--- config.mk ---
export PLATFORM = sky130hd
export DESIGN_NAME = alu_pipe_flat
export DESIGN_NICKNAME = d
export VERILOG_FILES = /design/src/rtl/alu_pipe_if.sv /design/src/rtl/alu_pipe.sv /design/src/flat_wrapper.sv
export SDC_FILE = /design/constraint.sdc
export NUM_CORES = 1
export LEC_CHECK = 0
export ABC_AREA = 1
export CAP_MARGIN = 20
export CORE_ASPECT_RATIO = 0.75
export CORE_MARGIN = 2
export CORE_UTILIZATION = 40
export CTS_BUF_LIST = sky130_fd_sc_hd__clkbuf_8
export DETAILED_ROUTE_END_ITERATION = 8
export GPL_TIMING_DRIVEN = 1
export PLACE_DENSITY_LB_ADDON = 0.12
export SLEW_MARGIN = 30
export SYNTH_ARGS = -nofsm -noshare
export SYNTH_HDL_FRONTEND = slang
export SYNTH_SLANG_ARGS = --single-unit
--- constraint.sdc ---
create_clock -name clock -period 2.11 [get_ports clock]
set_clock_uncertainty 0.1 [all_clocks]
set_input_delay 0.3165 -clock clock [delete_from_list [all_inputs] [get_ports clock]]
set_output_delay 0.3165 -clock clock [all_outputs]
set_load 0.05 [all_outputs]
--- src/rtl/alu_pipe_if.sv ---
// alu_pipe_if: operand/opcode request and result/flags response channels of alu_pipe.
interface alu_pipe_if #(
  parameter int WIDTH = 8,
  parameter int OPW = 4
);
  logic in_valid, in_ready, out_valid, out_ready;
  logic jump_flag, zero_flag, carry_flag;
  logic [OPW-1:0] alu_op;
  logic [WIDTH-1:0] input1, input2, out;
  modport master(
    output in_valid, alu_op, input1, input2, out_ready,
    input in_ready, out_valid, out, jump_flag, zero_flag, carry_flag
  );
  modport slave(
    input in_valid, alu_op, input1, input2, out_ready,
    output in_ready, out_valid, out, jump_flag, zero_flag, carry_flag
  );
endinterface

--- src/rtl/alu_pipe.sv ---
// alu_pipe: handshaked ALU with single-cycle ops and an iterative shift-add MUL.
module alu_pipe #(
  parameter int WIDTH = 8,
  parameter int OPW = 4
) (
  input logic clock,
  input logic reset_n,
  alu_pipe_if.slave bus
);
  typedef enum logic [1:0] {IDLE, BUSY, HOLD} state_t;
  localparam int CW = $clog2(WIDTH);
  localparam logic [WIDTH-1:0] WV = WIDTH'(WIDTH);
  localparam logic [OPW-1:0] OP_ADD = OPW'(0);
  localparam logic [OPW-1:0] OP_XOR = OPW'(1);
  localparam logic [OPW-1:0] OP_AND = OPW'(2);
  localparam logic [OPW-1:0] OP_ROL = OPW'(3);
  localparam logic [OPW-1:0] OP_MOV = OPW'(4);
  localparam logic [OPW-1:0] OP_LD = OPW'(5);
  localparam logic [OPW-1:0] OP_ST = OPW'(6);
  localparam logic [OPW-1:0] OP_BEQ = OPW'(7);
  localparam logic [OPW-1:0] OP_SUB = OPW'(8);
  localparam logic [OPW-1:0] OP_MUL = OPW'(9);
  state_t state;
  logic [CW-1:0] cnt;
  logic [WIDTH-1:0] a, b, sh, res, result, mcand, mplier, acc, acc_nx;
  logic [2*WIDTH-1:0] rot;
  logic [WIDTH:0] sum;
  logic cy, jmp, legal, jump, zero, carry, valid, accept, is_mul;
  assign a = bus.input1;
  assign b = bus.input2;
  assign bus.in_ready = state == IDLE || (state == HOLD && bus.out_ready);
  assign accept = bus.in_valid && bus.in_ready;
  assign is_mul = bus.alu_op == OP_MUL;
  assign sum = {1'b0, a} + {1'b0, b};
  // rotate via a doubled word so any shift amount wraps the bits around
  assign sh = b % WV;
  assign rot = {a, a} << sh;
  assign acc_nx = mplier[0] ? acc + mcand : acc;
  assign bus.out = result;
  assign bus.out_valid = valid;
  assign bus.jump_flag = jump;
  assign bus.zero_flag = zero;
  assign bus.carry_flag = carry;
  always_comb begin
    res = '0;
    cy = 1'b0;
    jmp = 1'b0;
    legal = 1'b1;
    case (bus.alu_op)
      OP_ADD: {cy, res} = sum;
      OP_XOR: res = a ^ b;
      OP_AND: res = a & b;
      OP_ROL: res = rot[2*WIDTH-1:WIDTH];
      OP_MOV: res = b;
      OP_LD, OP_ST: res = a;
      OP_BEQ: jmp = a == b;
      OP_SUB: begin
        res = a - b;
        cy = a < b;
      end
      default: legal = 1'b0;
    endcase
  end
  always_ff @(posedge clock or negedge reset_n) begin
    if (!reset_n) begin
      state <= IDLE;
      cnt <= '0;
      mcand <= '0;
      mplier <= '0;
      acc <= '0;
      result <= '0;
      jump <= 1'b0;
      zero <= 1'b0;
      carry <= 1'b0;
      valid <= 1'b0;
    end else if (state == BUSY) begin
      acc <= acc_nx;
      mcand <= mcand << 1;
      mplier <= mplier >> 1;
      cnt <= cnt + 1'b1;
      if (cnt == CW'(WIDTH - 1)) begin
        result <= acc_nx;
        zero <= acc_nx == '0;
        carry <= 1'b0;
        jump <= 1'b0;
        valid <= 1'b1;
        state <= HOLD;
      end
    end else if (accept && is_mul) begin
      state <= BUSY;
      cnt <= '0;
      acc <= '0;
      mcand <= a;
      mplier <= b;
      valid <= 1'b0;
    end else if (accept) begin
      result <= res;
      carry <= cy;
      jump <= jmp;
      zero <= legal && res == '0;
      valid <= 1'b1;
      state <= HOLD;
    end else if (state == HOLD && bus.out_ready) begin
      state <= IDLE;
      valid <= 1'b0;
    end
  end
endmodule

--- src/flat_wrapper.sv ---
// flat-port wrapper written by rule: the top's interface ports become plain ports
module alu_pipe_flat 
#(
  parameter int WIDTH = 8,
  parameter int OPW = 4
)
  (clock, reset_n, bus_in_valid, bus_alu_op, bus_input1, bus_input2, bus_out_ready, bus_in_ready, bus_out_valid, bus_out, bus_jump_flag, bus_zero_flag, bus_carry_flag);
  alu_pipe_if #(.WIDTH(WIDTH), .OPW(OPW)) bus_i ();
  input logic clock;
  input logic reset_n;
  input wire logic [$bits(bus_i.in_valid)-1:0] bus_in_valid;
  input wire logic [$bits(bus_i.alu_op)-1:0] bus_alu_op;
  input wire logic [$bits(bus_i.input1)-1:0] bus_input1;
  input wire logic [$bits(bus_i.input2)-1:0] bus_input2;
  input wire logic [$bits(bus_i.out_ready)-1:0] bus_out_ready;
  output wire logic [$bits(bus_i.in_ready)-1:0] bus_in_ready;
  output wire logic [$bits(bus_i.out_valid)-1:0] bus_out_valid;
  output wire logic [$bits(bus_i.out)-1:0] bus_out;
  output wire logic [$bits(bus_i.jump_flag)-1:0] bus_jump_flag;
  output wire logic [$bits(bus_i.zero_flag)-1:0] bus_zero_flag;
  output wire logic [$bits(bus_i.carry_flag)-1:0] bus_carry_flag;
  assign bus_i.in_valid = bus_in_valid;
  assign bus_i.alu_op = bus_alu_op;
  assign bus_i.input1 = bus_input1;
  assign bus_i.input2 = bus_input2;
  assign bus_i.out_ready = bus_out_ready;
  assign bus_in_ready = bus_i.in_ready;
  assign bus_out_valid = bus_i.out_valid;
  assign bus_out = bus_i.out;
  assign bus_jump_flag = bus_i.jump_flag;
  assign bus_zero_flag = bus_i.zero_flag;
  assign bus_carry_flag = bus_i.carry_flag;
  alu_pipe #(.WIDTH(WIDTH), .OPW(OPW)) u_core (.clock(clock), .reset_n(reset_n), .bus(bus_i));
endmodule
==> summary.txt, run 1 <==
Placement
  – Placer congestion estimate: 0.9517
  – Pre-CTS WS: -510.5 ps
  – Placed cell area: around 4800 um2
  – Port buffer count: 36
  – Detailed placer's ending HPWL: 9584 um

Finish
  – Share of cells above drive strength 1: ~22%
  – # nets final: about 750
  – # diodes: 0
  – Final Util: 56.74%
  – Area delta synth->final: 38.10%
  – Fin area: approximately 5000 um2

Logic synthesis
  – Syn. warnings: 0
  – Async S/R FF share, synth: 100.0%
  – Syn Nets: around 640
  – FF+latch count, synth: 40
  – Post-synthesis mux area share: 0%
  – Compound-cell area share of the yosys netlist: 10.11%
  – Synth cell types: 37
  – Seq/Total Area, Yosys: 27.05%
  – Post-synth EDFFs: 0
  – Synth Cell Area: 3701 um2
  – Post-Synth XOR/XNOR Area: 0.4733%
  – Synth Area in Simple Gates: between 40% and 50%
  – Synth Instances: 583
  – Largest family of logic cells by synthesized area: simple AND/OR/NAND/NOR gates
  – Synth Flop Type: dfrtp_1
  – Post-synthesis adder-cell area fraction: 10.07%
  – Avg Inst Size Synth: 6.348 um2

Power
  – Psw: 628.2 uW
  – Logic pwr share: 29.6%
  – Max VDD drop: 0.2418 mV
  – Sequential share of power: between 30% and 40%
  – Pwr/cell area: roughly 400 nW/um2
  – Int Power: between 1000 and 1500 uW
  – Clock power share: 33.7%
  – Switch share: 30.15%
  – P_leak: 0.002617 uW

GRT
  – Vias in the first global route: 3874
  – First-pass GRT wire length: about 19000 um
  – Initial antenna violation count: 0
  – Largest net degree at the start of global routing: 41
  – Grt ovf: 0
  – All-Layer GR Usage: about a quarter

Routing
  – 1st-iter DRT viols: 286
  – Routed vias: between 4k and 5k
  – Routed vias/inst: 5.257
  – # DRC: 0
  – Detailed Routing Iterations Pass 1: 5
  – Wire length per cell after detailed routing: 15.05 um
  – Final wirelength: 12190 um
  – ANT nets after route: 0

Clocking
  – Clock Tree Buf Depth: 2
  – Root Buffer Master: clkbuf_8
  – CTS buffer count: 5
  – Num Clock Sinks: 40
  – CTS HTree Levels: 2
  – Clk_lat worst skew: around 300 ps
  – Clock-pin slew on the worst setup and hold paths: 80 ps
  – CTS tree: built

STA
  – Fin. Hold Viols: 0
  – Final worst-path cycle share: 100.1%
  – RSZ-0062 raised after global routing: true
  – Fin crit period: roughly 2100 ps
  – Final Max Slew Viols: 0
  – Tightest Pin Transition: about 500 ps
  – Slew Limit Headroom: between 60 and 70%
  – Final setup fails: 1
  – Final setup margin: -1.898 ps
  – Max Fclk: ~470 MHz
  – Hold WS: 384.8 ps

Die
  – Initial Util: 41.08%
  – I/O pin count: 37
  – Die Y: 87.31 um
  – Row count: 30
  – Core Area: 9009 um2
  – Die width: 115.1 um
  – Die area: 10050 um2

Worst setup path
  – Crit path arrival time: 2240 ps
  – CP required: between 2000 and 2500 ps
  – Critical Path Start Type: flip-flop
  – Worst setup EP type: flip-flop
  – Crit path max fanout: 2
  – Critical path class: flip-flop to flip-flop

Status
  – Status: finished with violations
  – Failing checks: setup timing

Hold path
  – Worst hold path type: flip-flop to flip-flop

Job
  – Max_cap viols: 0
==> power by group through the flow <==
stage	Combinational, uW	Clock, uW	Sequential [uW]
floorplan	276	0	781
global placement	556	0	781
detailed placement	559	0	781
CTS	570	709	766
global route	679	751	766
finish	617	701	766
==> area by class of cell <==
type | count | area [um2]
inverter | 76 | 285.3
clock buffer | 7 | 96.34
multi-input combinational | 451 | 2511
clock inverter | 1 | 30.03
sequential | 40 | 1001
fill | 894 | 3897
timing repair buffer | 123 | 1047
tap | 112 | 140.1
==> cells in the mapped netlist, types with 6 or more instances <==
cell type | number | area share, %
dfrtp_1 | 40 | 27
clkbuf_1 | 6 | 0.61
nor2_1 | 52 | 5.3
o211ai_1 | 6 | 1.2
inv_2 | 12 | 1.2
ha_1 | 25 | 8.5
nand2_1 | 170 | 17
a21oi_1 | 19 | 2.6
o21ai_0 | 12 | 1.6
nand3_1 | 116 | 16
inv_1 | 64 | 6.5
o221ai_1 | 8 | 1.9
==> cell families (layout without fill, tap and decap cells) <==
group                    Yosys count  after routing
AO/OA/AOI/OAI                     61             61
XOR/XNOR                           2              2
adder cells (fa/ha/maj)           28             28
buffers and inverters             92            207
flip-flops                        40             40
AND/OR/NAND/NOR                  360            360
==> metrics by stage <==
step	instances	setup TNS, ps	power, uW
after floorplan	583	0	1057
after global placement	798	-4161	1337
after detailed placement	798	-4587	1340
after CTS	810	-56.23	2044
after global routing	810	-106.0	2196
final	810	-1.898	2084
==> worst paths after layout <==
check                                start                   end  slack, ps  cells past startpoint
max                        u_core.mcand[0]  u_core.bus.zero_flag         -2                     13
min reg2reg                  u_core.cnt[0]         u_core.cnt[0]        380                      1
max in group asynchronous          reset_n     u_core.bus.out[6]       1050                      3
min                          u_core.cnt[0]         u_core.cnt[0]        380                      1
min in group asynchronous          reset_n     u_core.bus.out[1]        490                      3
max reg2reg                u_core.mcand[0]  u_core.bus.zero_flag         -2                     13
==> registers in the layout, indices dropped and copies added (netlist names) <==
| name | cells |
|---|---|
| u_core.acc | 8 |
| u_core.bus.out | 8 |
| u_core.mcand | 8 |
| u_core.mplier | 8 |
| u_core.cnt | 3 |
| u_core.bus.carry_flag | 1 |
| u_core.bus.jump_flag | 1 |
| u_core.bus.out_valid | 1 |
| u_core.bus.zero_flag | 1 |
| u_core.state | 1 |
==> cells in the final DEF (no fill, tap or decap), types with 3 or more instances in the layout <==
cell             instances
o211ai_1                 6
clkdlybuf4s50_1         29
nand2_2                  9
inv_2                   15
buf_12                   3
a31oi_1                  5
ha_2                     3
ha_1                    16
a21oi_2                  5
nor2_2                   9
o221ai_1                 8
nor2_1                  46
nand3_2                  4
dlygate4sd2_1            3
a21oi_1                 14
nand4_1                  5
nand3b_1                 3
nand3_1                111
buf_4                   84
ha_4                     6
nand2_1                164
o21ai_0                  8
o21ai_1                  8
clkbuf_8                 7
inv_1                   61
dfrtp_1                 40
==> per-layer routing <==
| layer | part of all wire, % | track usage, % | routed length (um) | vias up |
|---|---|---|---|---|
| met2 | 41 | 36.47 | 5015 | 138 |
| li1 | - | - | - | 2145 |
| met4 | 1.0 | 4.381 | 127 | 0 |
| met1 | 52 | 38.53 | 6296 | 1961 |
| met3 | 6.2 | 4.315 | 750 | 14 |
| met5 | 0 | 0 | 0 | - |
==> worst max-delay path, cell delays in order (launching register included) <==
cell     delay [ps]
dfrtp_1         390
ha_2            210
fa_1            420
inv_1            60
nand2_1          50
nand2_2          90
nand3_2          80
nor2_2          110
nand3_1          70
nor2_1          110
nand3_1          80
nor2_1          110
nor2_1           50
a21oi_1         120
==> what timing repair did <==
| item | CTS | global route |
|---|---|---|
| gates resized for setup | 11 | 39 |
| hold buffers | 1 | 0 |
| pin swaps | 8 | 8 |
| cloned | 0 | 0 |
| buffers inserted | 3 | 0 |
| hold endpoints to repair | 40 | 0 |
| setup endpoints to repair | 7 | 9 |
(Power assumes the default switching activity.)
==> inputs of run 2 (changes only) <==
CAP_MARGIN = default   (was 20)
GPL_ROUTABILITY_DRIVEN = 0   (was default)
==> summary.txt, run 2 (synthesized netlist as in run 1, its figures left out) <==
Status
  – Status: finished with violations
  – Failing checks: setup timing

Worst setup path
  – Critical path class: flip-flop to flip-flop
  – CP required: 2250 ps (about the same)
  – Crit path arrival time: 2320 ps (+80 ps)
  – Worst setup EP type: flip-flop
  – Critical Path Start Type: flip-flop
  – Crit path max fanout: 2 (unchanged)

STA
  – RSZ-0062 raised after global routing: true
  – Slew Limit Headroom: 65.92% (about the same)
  – Hold WS: 382.1 ps (-2.627 ps)
  – Fin. Hold Viols: 0 (unchanged)
  – Final setup margin: -70.58 ps (-68.69 ps)
  – Max Fclk: 458.6 MHz (-3.1%)
  – Final worst-path cycle share: 103.3% (+3.3 points)
  – Tightest Pin Transition: 509.5 ps (-1.541 ps)
  – Final setup fails: 1 (unchanged)
  – Final Max Slew Viols: 0 (unchanged)
  – Fin crit period: 2181 ps (+68.69 ps)

Routing
  – Final wirelength: 11900 um (-2.4%)
  – # DRC: 0 (unchanged)
  – Routed vias: 4324 (+1.6%)
  – Routed vias/inst: 5.365 (+2.1%)
  – 1st-iter DRT viols: 388 (+36%)
  – Wire length per cell after detailed routing: 14.76 um (-1.9%)
  – Detailed Routing Iterations Pass 1: 5 (unchanged)
  – ANT nets after route: 0 (unchanged)

Placement
  – Pre-CTS WS: -532.0 ps (-21.52 ps)
  – Placed insts: 795 (-0.38%)
  – Port buffer count: 36 (unchanged)
  – Detailed placer's ending HPWL: 9437 um (-1.5%)

Finish
  – Finished Layout Cells: 806 (-0.49%)
  – Commonest cells after routing, fill and taps aside: nand2_1 (164), nand3_1 (111), buf_4 (79)
  – Fillcell total: 898 (+0.45%)
  – Area delta synth->final: 35.87%
  – Most common cell after layout, fill and taps aside: nand2_1
  – Share of cells above drive strength 1: 20.32% (-1.9 points)
  – # diodes: 0 (unchanged)
  – # nets final: 745 (-0.53%)

Die
  – Core Area: 9009 um2 (unchanged)
  – I/O pin count: 37 (unchanged)
  – Die area: 10050 um2 (unchanged)
  – Die Y: 87.31 um (unchanged)
  – Initial Util: 41.08% (unchanged)
  – Row count: 30 (unchanged)
  – Die width: 115.1 um (unchanged)

GRT
  – Initial antenna violation count: 0 (unchanged)
  – Largest net degree at the start of global routing: 41 (unchanged)
  – All-Layer GR Usage: 24.65% (-0.27 points)
  – Grt ovf: 0 (unchanged)
  – Vias in the first global route: 4013 (+3.6%)
  – First-pass GRT wire length: 19420 um (-0.18%)

Clocking
  – Root Buffer Master: clkbuf_8
  – CTS HTree Levels: 2 (unchanged)
  – Clock-pin slew on the worst setup and hold paths: 80 ps (about the same)
  – CTS buffer count: 5 (unchanged)
  – Clock Tree Buf Depth: 2 (unchanged)
  – CTS tree: built
  – Clk_lat worst skew: 300 ps (about the same)
  – Num Clock Sinks: 40 (unchanged)

Power
  – Max VDD drop: 0.2239 mV (-7.4%)
  – Pwr/cell area: 377.4 nW/um2 (-7.4%)
  – P_leak: 0.002588 uW (-1.1%)
  – Tot Pwr: 1898 uW (-8.9%)

Job
  – Max_cap viols: 0 (unchanged)

Hold path
  – Worst hold path type: flip-flop to flip-flop
-- run 2: changes by cell type in the layout (fill, tap and decap cells not counted), moves of 2 or more --
cell	before	now
inv_1	61	65
buf_4	84	79
a21oi_2	5	3
ha_1	16	18
nor2_1	46	48
nor2_2	9	6
a21oi_1	14	16
inv_2	15	13
-- run 2: worst max-delay path, stage by stage (launching register included) --
cell and delay (ps):
dfrtp_1 390, ha_2 200, fa_1 430, inv_1 80
nand2_2 50, nand2_2 80, nand3_2 80, nor2_4 130
nand3_2 80, nor2_2 120, nand3_1 80, nor2_1 130
nor2_1 50, a21oi_1 110
-- run 2: metrics by stage --
stage / utilization [%] / cell area, um2 / TNS [ps]
3_5_place_dp: 52.92 / 4767 / -4493
4_1_cts: 54.15 / 4878 / -128.9
5_1_grt: 55.82 / 5029 / -333.4
6_report: 55.82 / 5029 / -70.58
3_3_place_gp: 52.92 / 4767 / -4124
2_1_floorplan: - / 3701 / 0
-- run 2: area by class of cell --
cell class	instances	area (um2)	share of cell area [%]
sequential	40	1001	19.91
clock inverter	2	7.507	0.1493
timing repair buffer	119	1031	20.50
inverter	76	285.3	5.673
tap	112	140.1	2.787
multi-input combinational	451	2481	49.34
clock buffer	6	82.58	1.642
-- run 2: power breakdown --
| group | internal (uW) | switching, uW |
|---|---|---|
| logic | 267 | 335 |
| registers | 766 | 0 |
| clock network | 257 | 272 |
-- run 2: final timing paths --
check / start / to / slack [ps] / cells after the start
setup / recovery: u_core.acc[0] / u_core.bus.zero_flag / -70 / 13
hold / removal: u_core.cnt[0] / u_core.cnt[0] / 380 / 1
setup reg to reg: u_core.acc[0] / u_core.bus.zero_flag / -70 / 13
hold reg to reg: u_core.cnt[0] / u_core.cnt[0] / 380 / 1
max in group asynchronous: reset_n / u_core.mcand[7] / 1050 / 3
min in group asynchronous: reset_n / u_core.acc[1] / 500 / 3
-- run 2: what timing repair did --
item | CTS | global route
pin swaps | 0 | 12
buffers inserted | 0 | 2
hold buffers | 1 | 0
endpoints found under the setup margin | 7 | 11
endpoints found under the hold margin | 40 | 0
gates resized for setup | 6 | 36
-- run 2: routing by layer --
metal | vias up | GRT usage, % | wire length [um]
met5 | - | 0 | 0
met4 | 0 | 4.162 | 145
met3 | 22 | 7.029 | 1104
met2 | 180 | 36.26 | 4904
met1 | 1984 | 36.33 | 5745
li1 | 2138 | - | -
==> inputs of run 3 (changes only) <==
CORE_UTILIZATION = 54   (was 40)
==> summary.txt, run 3 (synthesized netlist as in run 1, its figures left out) <==
Worst setup path
  – Critical Path Most Common Cell: nand3_1
  – CP max stage delay: 540 ps (+110 ps)
  – CP required: 2230 ps (-20 ps)
  – Critical path class: input port to flip-flop
  – Crit path arrival time: 2300 ps (-20 ps)
  – Worst setup EP type: flip-flop
  – Cell-by-cell trace of the critical path: clkdlybuf4s50_1 -> buf_4 -> ha_1 -> inv_1 -> nand2_1 -> a21oi_1 -> nand3_1 -> nand3_1 -> nand3_1 -> nor2_1 -> nand3_1 -> a21oi_1
  – Critical Path Start Type: input port
  – Critical path's slowest cell: clkdlybuf4s50_1
  – Buffers and inverters on the worst path: 3 (+2)
  – Crit path max fanout: 4 (+2)
  – Critical path's top delay family: buffers and inverters

Clocking
  – Root Buffer Master: clkbuf_8
  – Clock-pin slew on the worst setup and hold paths: 80 ps (about the same)
  – Num Clock Sinks: 40 (unchanged)
  – CTS tree: built
  – Clk_lat worst skew: 300 ps (about the same)
  – CTS HTree Levels: 2 (unchanged)
  – Clock Tree Buf Depth: 2 (unchanged)
  – CTS buffer count: 5 (unchanged)

STA
  – Fin. Hold Viols: 0 (unchanged)
  – Final Max Slew Viols: 0 (unchanged)
  – Final setup margin: -66.68 ps (+3.904 ps)
  – Fin crit period: 2177 ps (-3.904 ps)
  – Setup TNS: -99.05 ps (-28.47 ps)
  – RSZ-0062 raised after global routing: true
  – Final worst-path cycle share: 103.2% (-0.19 points)
  – Max Fclk: 459.4 MHz (+0.18%)
  – Slew Limit Headroom: 65.36% (-0.57 points)
  – Final setup fails: 2 (+1)
  – Tightest Pin Transition: 519.6 ps (+10.10 ps)

Die
  – I/O pin count: 37 (unchanged)
  – Initial Util: 54.96% (+14 points)
  – Core Area: 6734 um2 (-25%)
  – Die Y: 75.70 um (-13%)
  – Die width: 99.60 um (-13%)
  – Die area: 7539 um2 (-25%)
  – Row count: 26 (-13%)

Routing
  – Detailed Routing Iterations Pass 1: 5 (unchanged)
  – Final wirelength: 12150 um (+2.1%)
  – # DRC: 0 (unchanged)
  – ANT nets after route: 0 (unchanged)
  – 1st-iter DRT viols: 493 (+27%)
  – Wire length per cell after detailed routing: 15.56 um (+5.4%)
  – Routed vias: 4512 (+4.3%)
  – Routed vias/inst: 5.777 (+7.7%)

Finish
  – # diodes: 0 (unchanged)
  – Most common cell after layout, fill and taps aside: nand2_1
  – Area delta synth->final: 35.60%
  – Fillcell total: 549 (-39%)
  – Commonest cells after routing, fill and taps aside: nand2_1 (166), nand3_1 (113), buf_4 (84)
  – Final Util: 74.53% (+19 points)
  – Share of cells above drive strength 1: 20.52% (+0.20 points)
  – # nets final: 749 (+0.54%)
  – Finished Layout Cells: 781 (-3.1%)

Hold path
  – Worst hold path type: flip-flop to flip-flop

Status
  – Failing checks: setup timing
  – Status: finished with violations

GRT
  – Grt ovf: 0 (unchanged)
  – Largest net degree at the start of global routing: 41 (unchanged)
  – All-Layer GR Usage: 32.44% (+7.8 points)
  – Vias in the first global route: 3964 (-1.2%)
  – Initial antenna violation count: 0 (unchanged)
  – First-pass GRT wire length: 19130 um (-1.5%)

Placement
  – Port buffer count: 36 (unchanged)
  – Detailed placer's ending HPWL: 9422 um (-0.16%)
  – Pre-CTS WS: -552.3 ps (-20.36 ps)
  – Placed insts: 769 (-3.3%)

Job
  – Max_cap viols: 0 (unchanged)

Power
  – P_leak: 0.002603 uW (+0.57%)
  – Tot Pwr: 2109 uW (+11%)
  – Max VDD drop: 0.3428 mV (+53%)
  – Pwr/cell area: 420.2 nW/um2 (+11%)
run 3: per-layer routing:
metal	track usage (%)	wire, um	vias to the layer above
met5	0	0	-
met4	9.741	310	0
met3	8.807	1389	41
met2	48.72	5156	250
met1	46.26	5294	2070
li1	-	-	2151
run 3: per-stage QoR:
stage	cell area (um2)	hold slack, ps
global placement	4735	299.8
CTS	4957	387.6
finish	5019	388.8
detailed placement	4735	305.6
floorplan	3701	-79.09
global route	5019	403.2
run 3: layout make-up:
class	instances	area [um2]	share of cell area, %
Multi-Input combinational cell	451	2454	48.89
Tap cell	84	105.1	2.094
Clock inverter	2	60.06	1.197
Timing Repair Buffer	123	1045	20.82
Clock buffer	5	68.82	1.371
Inverter	76	285.3	5.684
Sequential cell	40	1001	19.95
run 3: what timing repair did:
| item | in CTS | in global routing |
|---|---|---|
| endpoints found under the setup margin | 7 | 12 |
| hold buffers | 1 | 0 |
| hold endpoints to repair | 40 | 0 |
| pin swaps | 8 | 10 |
| buffers inserted | 6 | 0 |
| gates cloned | 0 | 0 |
| resized for setup | 12 | 24 |
run 3: worst paths after layout:
path / from / end / depth (start not counted) / slack, ps
hold reg to reg: u_core.cnt[0] / u_core.cnt[0] / 1 / 390
min in group asynchronous: reset_n / u_core.acc[0] / 3 / 500
setup reg to reg: u_core.acc[0] / u_core.bus.zero_flag / 13 / -40
max in group asynchronous: reset_n / u_core.bus.out_valid / 3 / 1050
hold / removal: u_core.cnt[0] / u_core.cnt[0] / 1 / 390
setup / recovery: bus_input1[4] / u_core.bus.zero_flag / 12 / -70
run 3: where the power goes:
| group | total, uW | internal [uW] | switching, uW |
|---|---|---|---|
| Combinational | 593 | 255 | 337 |
| Sequential | 766 | 766 | 0 |
| Clock | 751 | 466 | 285 |
run 3: worst register-to-register path, delay by kind of cell, from the launching register on:
family | cells | cell delay, ps
AND/OR/NAND/NOR | 9 | 770
adder cells (fa/ha/maj) | 2 | 620
flip-flops | 1 | 390
AO/OA/AOI/OAI | 1 | 130
buffers and inverters | 1 | 60
==> variant, RTL diff (flow settings as in run 1) <==
`WIDTH` is set to 8 in 3 places; all go to 16.
--- a/src/rtl/alu_pipe_if.sv
+++ b/src/rtl/alu_pipe_if.sv
@@ -2,3 +2,3 @@
 interface alu_pipe_if #(
-  parameter int WIDTH = 8,
+  parameter int WIDTH = 16,
   parameter int OPW = 4
--- a/src/rtl/alu_pipe.sv
+++ b/src/rtl/alu_pipe.sv
@@ -2,3 +2,3 @@
 module alu_pipe #(
-  parameter int WIDTH = 8,
+  parameter int WIDTH = 16,
   parameter int OPW = 4
--- a/src/flat_wrapper.sv
+++ b/src/flat_wrapper.sv
@@ -3,3 +3,3 @@
 #(
-  parameter int WIDTH = 8,
+  parameter int WIDTH = 16,
   parameter int OPW = 4
Ports: changed (resized bus_input1, bus_input2 and bus_out); port bits go from 37 to 61. The function was not compared with the original's and may differ.
==> variant against run 1 <==
Sequential share of layout area shrank 5.0 points. Final cell count increased by 130%. Area after synthesis is 110% higher. The flow still finishes with violations (setup timing). Critical path type unchanged. Design area increased by 150%. Die area up 100%. Routed wire length increased to 3.0 times the old value. Power grew to 5.9 times the old value. Critical endpoint unchanged. Hold slack got worse by 0.11 ns. Clock power increased by 65%. Setup slack worse by 0.27 ns. Non-clock buffer count up 265. Sequential cell count grew 33. Combinational power rose to 14 times the old value.
==> variant: results (changes against run 1) <==
Path type of the worst setup path: reg2reg (unchanged)
Critical Path AT: 2.58 ns (was 2.24 ns)
Final-report setup violation count: 12 (was 1)
Sequential fraction of the synthesis area: 0.2397 (was 0.2705)
Max VDD drop: 0.8864 mV (was 0.2418 mV)
Least setup slack across all paths after layout: -0.2703 ns (was -0.001898 ns)
Half-perimeter wire length of the detailed placement result: 27.64 mm (was 9.584 mm)
Clock root cell: clkbuf_8 (unchanged)
Static Leakage: 6.360 nW (was 2.617 nW)
Via count: 10,470 (was 4,258)
Number of antenna violations at the first check in global routing: 1 (was 0)
Max Root-Sink Buffers: 2 (unchanged)
Hold path start: bus_input2[12] (was u_core.cnt[0]$_DFFE_PN0N_)
Most area-consuming cells after synthesis: dfrtp_1 24%, nand2_1 21%, nand3_1 14% (was dfrtp_1 27%, nand2_1 17%, nand3_1 16%)
Unique masters post-synth: 44 (was 37)
H-Tree Level Count: 3 (was 2)
Violated checks: setup timing (unchanged)
Startpoint of the worst register-to-register path: u_core.mcand[0]$_DFFE_PN0N_ (unchanged)
Clock input transition at the sequential cells of the worst setup and hold paths: 0.09 ns
Placed instance count: 1,801 (was 798)
Top cell types by occurrence after synthesis: 418 x nand2_1, 219 x nand3_1, 137 x inv_1 (was 170 x nand2_1, 116 x nand3_1, 64 x inv_1)
Synthesis Warnings: 0 (unchanged)
Iter 0 DRT Violations: 1,216 (was 286)
Final worst hold slack: 0.2759 ns (was 0.3848 ns)
Post-Syn Instances: 1,261 (was 583)
Cells on worst reg2reg path: 13 (unchanged)
Global Route Usage Sum: 0.3540 (was 0.2492)
Run status: complete, but fails checks (unchanged)
Fraction of layout instances using a drive strength above 1: 0.4079 (was 0.2221)
Number of input and output port buffers inserted: 60 (was 36)
Wire length of the first global-routing pass: 53.44 mm (was 19.45 mm)
Later-pin clock latency in the skew report: 0.36 ns (was 0.30 ns)
Via count of the first global-routing pass: 9,480 (was 3,874)
Pin count of the biggest net entering global routing: 48 (was 41)
Maximum fanout count along the critical path: 2 (unchanged)
Final standard cell count with taps included and fillers excluded: 1,866 (was 810)
Placer's final routability congestion estimate: 0.9891 (was 0.9517)
Clock buffer count from CTS: 9 (was 5)
Type of the worst min-delay path: in2reg (was reg2reg)
Depth of the worst hold-timing path: 4 (was 1)
Worst Tran Pin Value: 0.5188 ns (was 0.5111 ns)
Post-Syn Nets: 1,352 (was 635)
Number of fillers in the final layout: 1,619 (was 894)
Number of iterations in the first detailed-routing pass: 7 (was 5)
Nets@finish: 1,704 (was 749)
Avg WL per Cell: 19.83 um (was 15.05 um)
Fraction of registers with async set/reset: 1.000 (unchanged)
-- variant: cell types whose count changed in the layout (fill, tap and decap cells not counted), sizes merged, moves of 13 or more --
cell,change
o211ai,+20
dfrtp,+33
nand3,+104
ha,+23
inv,+77
a21oi,+20
o22ai,+14
nor2,+51
buf,+251
nand2,+247
a22oi,+13
o21ai,+22
-- variant: what timing repair did --
action / 4_1_cts / 5_1_grt
endpoints found under the setup margin: 27 / 31
gates resized for setup: 272 / 192
setup buffers: 26 / 25
endpoints found under the hold margin: 26 / 0
pin swaps: 86 / 83
hold buffers: 1 / 0
-- variant: kinds of logic after synthesis --
family,after synthesis,share of synthesized area
simple gates,784,0.4408
xor+xnor,3,0.003448
compound gates,151,0.1248
buf+inv,199,0.1046
fa+ha+maj,51,0.08669
flops,73,0.2397
-- variant: metrics by stage --
stage	utilization	instance area [um2]	setup TNS, ns	setup WS (ns)
floorplan	-	7835	-0.2709	-0.1167
global placement	0.5725	10630	-22.63	-0.9850
detailed placement	0.5725	10630	-23.13	-0.9780
CTS	0.6366	11820	-1.094	-0.3507
global route	0.6750	12530	-2.474	-0.3894
finish	0.6752	12530	-1.201	-0.2703
-- variant: layout make-up --
type                       count  area [um2]  share of cell area
clock buffer                   9       123.9            0.009884
tap                          247       309.0             0.02466
timing repair buffer         388        3217              0.2567
antenna                        1       2.502           0.0001997
clock inverter                 7       77.57            0.006190
multi-input combinational    989        6371              0.5084
sequential                    73        1831              0.1461
inverter                     152       600.6             0.04792
-- variant: path summary, 6_finish.rpt --
kind / endpoint
min in group asynchronous: u_core.mplier[11]$_DFFE_PN0N_
min: u_core.mplier[12]$_DFFE_PN0N_
max reg2reg: u_core.bus.zero_flag$_DFFE_PN0P_
min reg2reg: u_core.bus.out[8]$_DFFE_PN0P_
max: u_core.bus.zero_flag$_DFFE_PN0P_
max in group asynchronous: u_core.mplier[0]$_DFFE_PN0N_
-- variant: power by group --
group / internal (mW) / total [mW] / switching [mW]
registers: 2.02 / 2.60 / 0.578
logic: 3.78 / 8.58 / 4.81
clock network: 0.557 / 1.16 / 0.607
total: 6.36 / 12.4 / 5.99
-- variant: critical path: stages, from the launching register on --
cell and delay (ns):
dfrtp_1 0.40, ha_2 0.21, fa_2 0.42, o21ai_2 0.17
nand2_1 0.10, nor3_2 0.21, nand3_2 0.13, nor2_4 0.13
nand3_2 0.09, nor3_2 0.11, nand2_1 0.09, nand2_1 0.06
nand2_1 0.04, nand2_1 0.06
-- variant: per-layer routing --
metal	global-route usage	vias to the layer above	wire length, um
li1	-	4875	-
met3	0.1553	72	5083
met5	0	-	0
met4	0.06803	0	734
met2	0.4829	574	14850
met1	0.5114	4946	16350
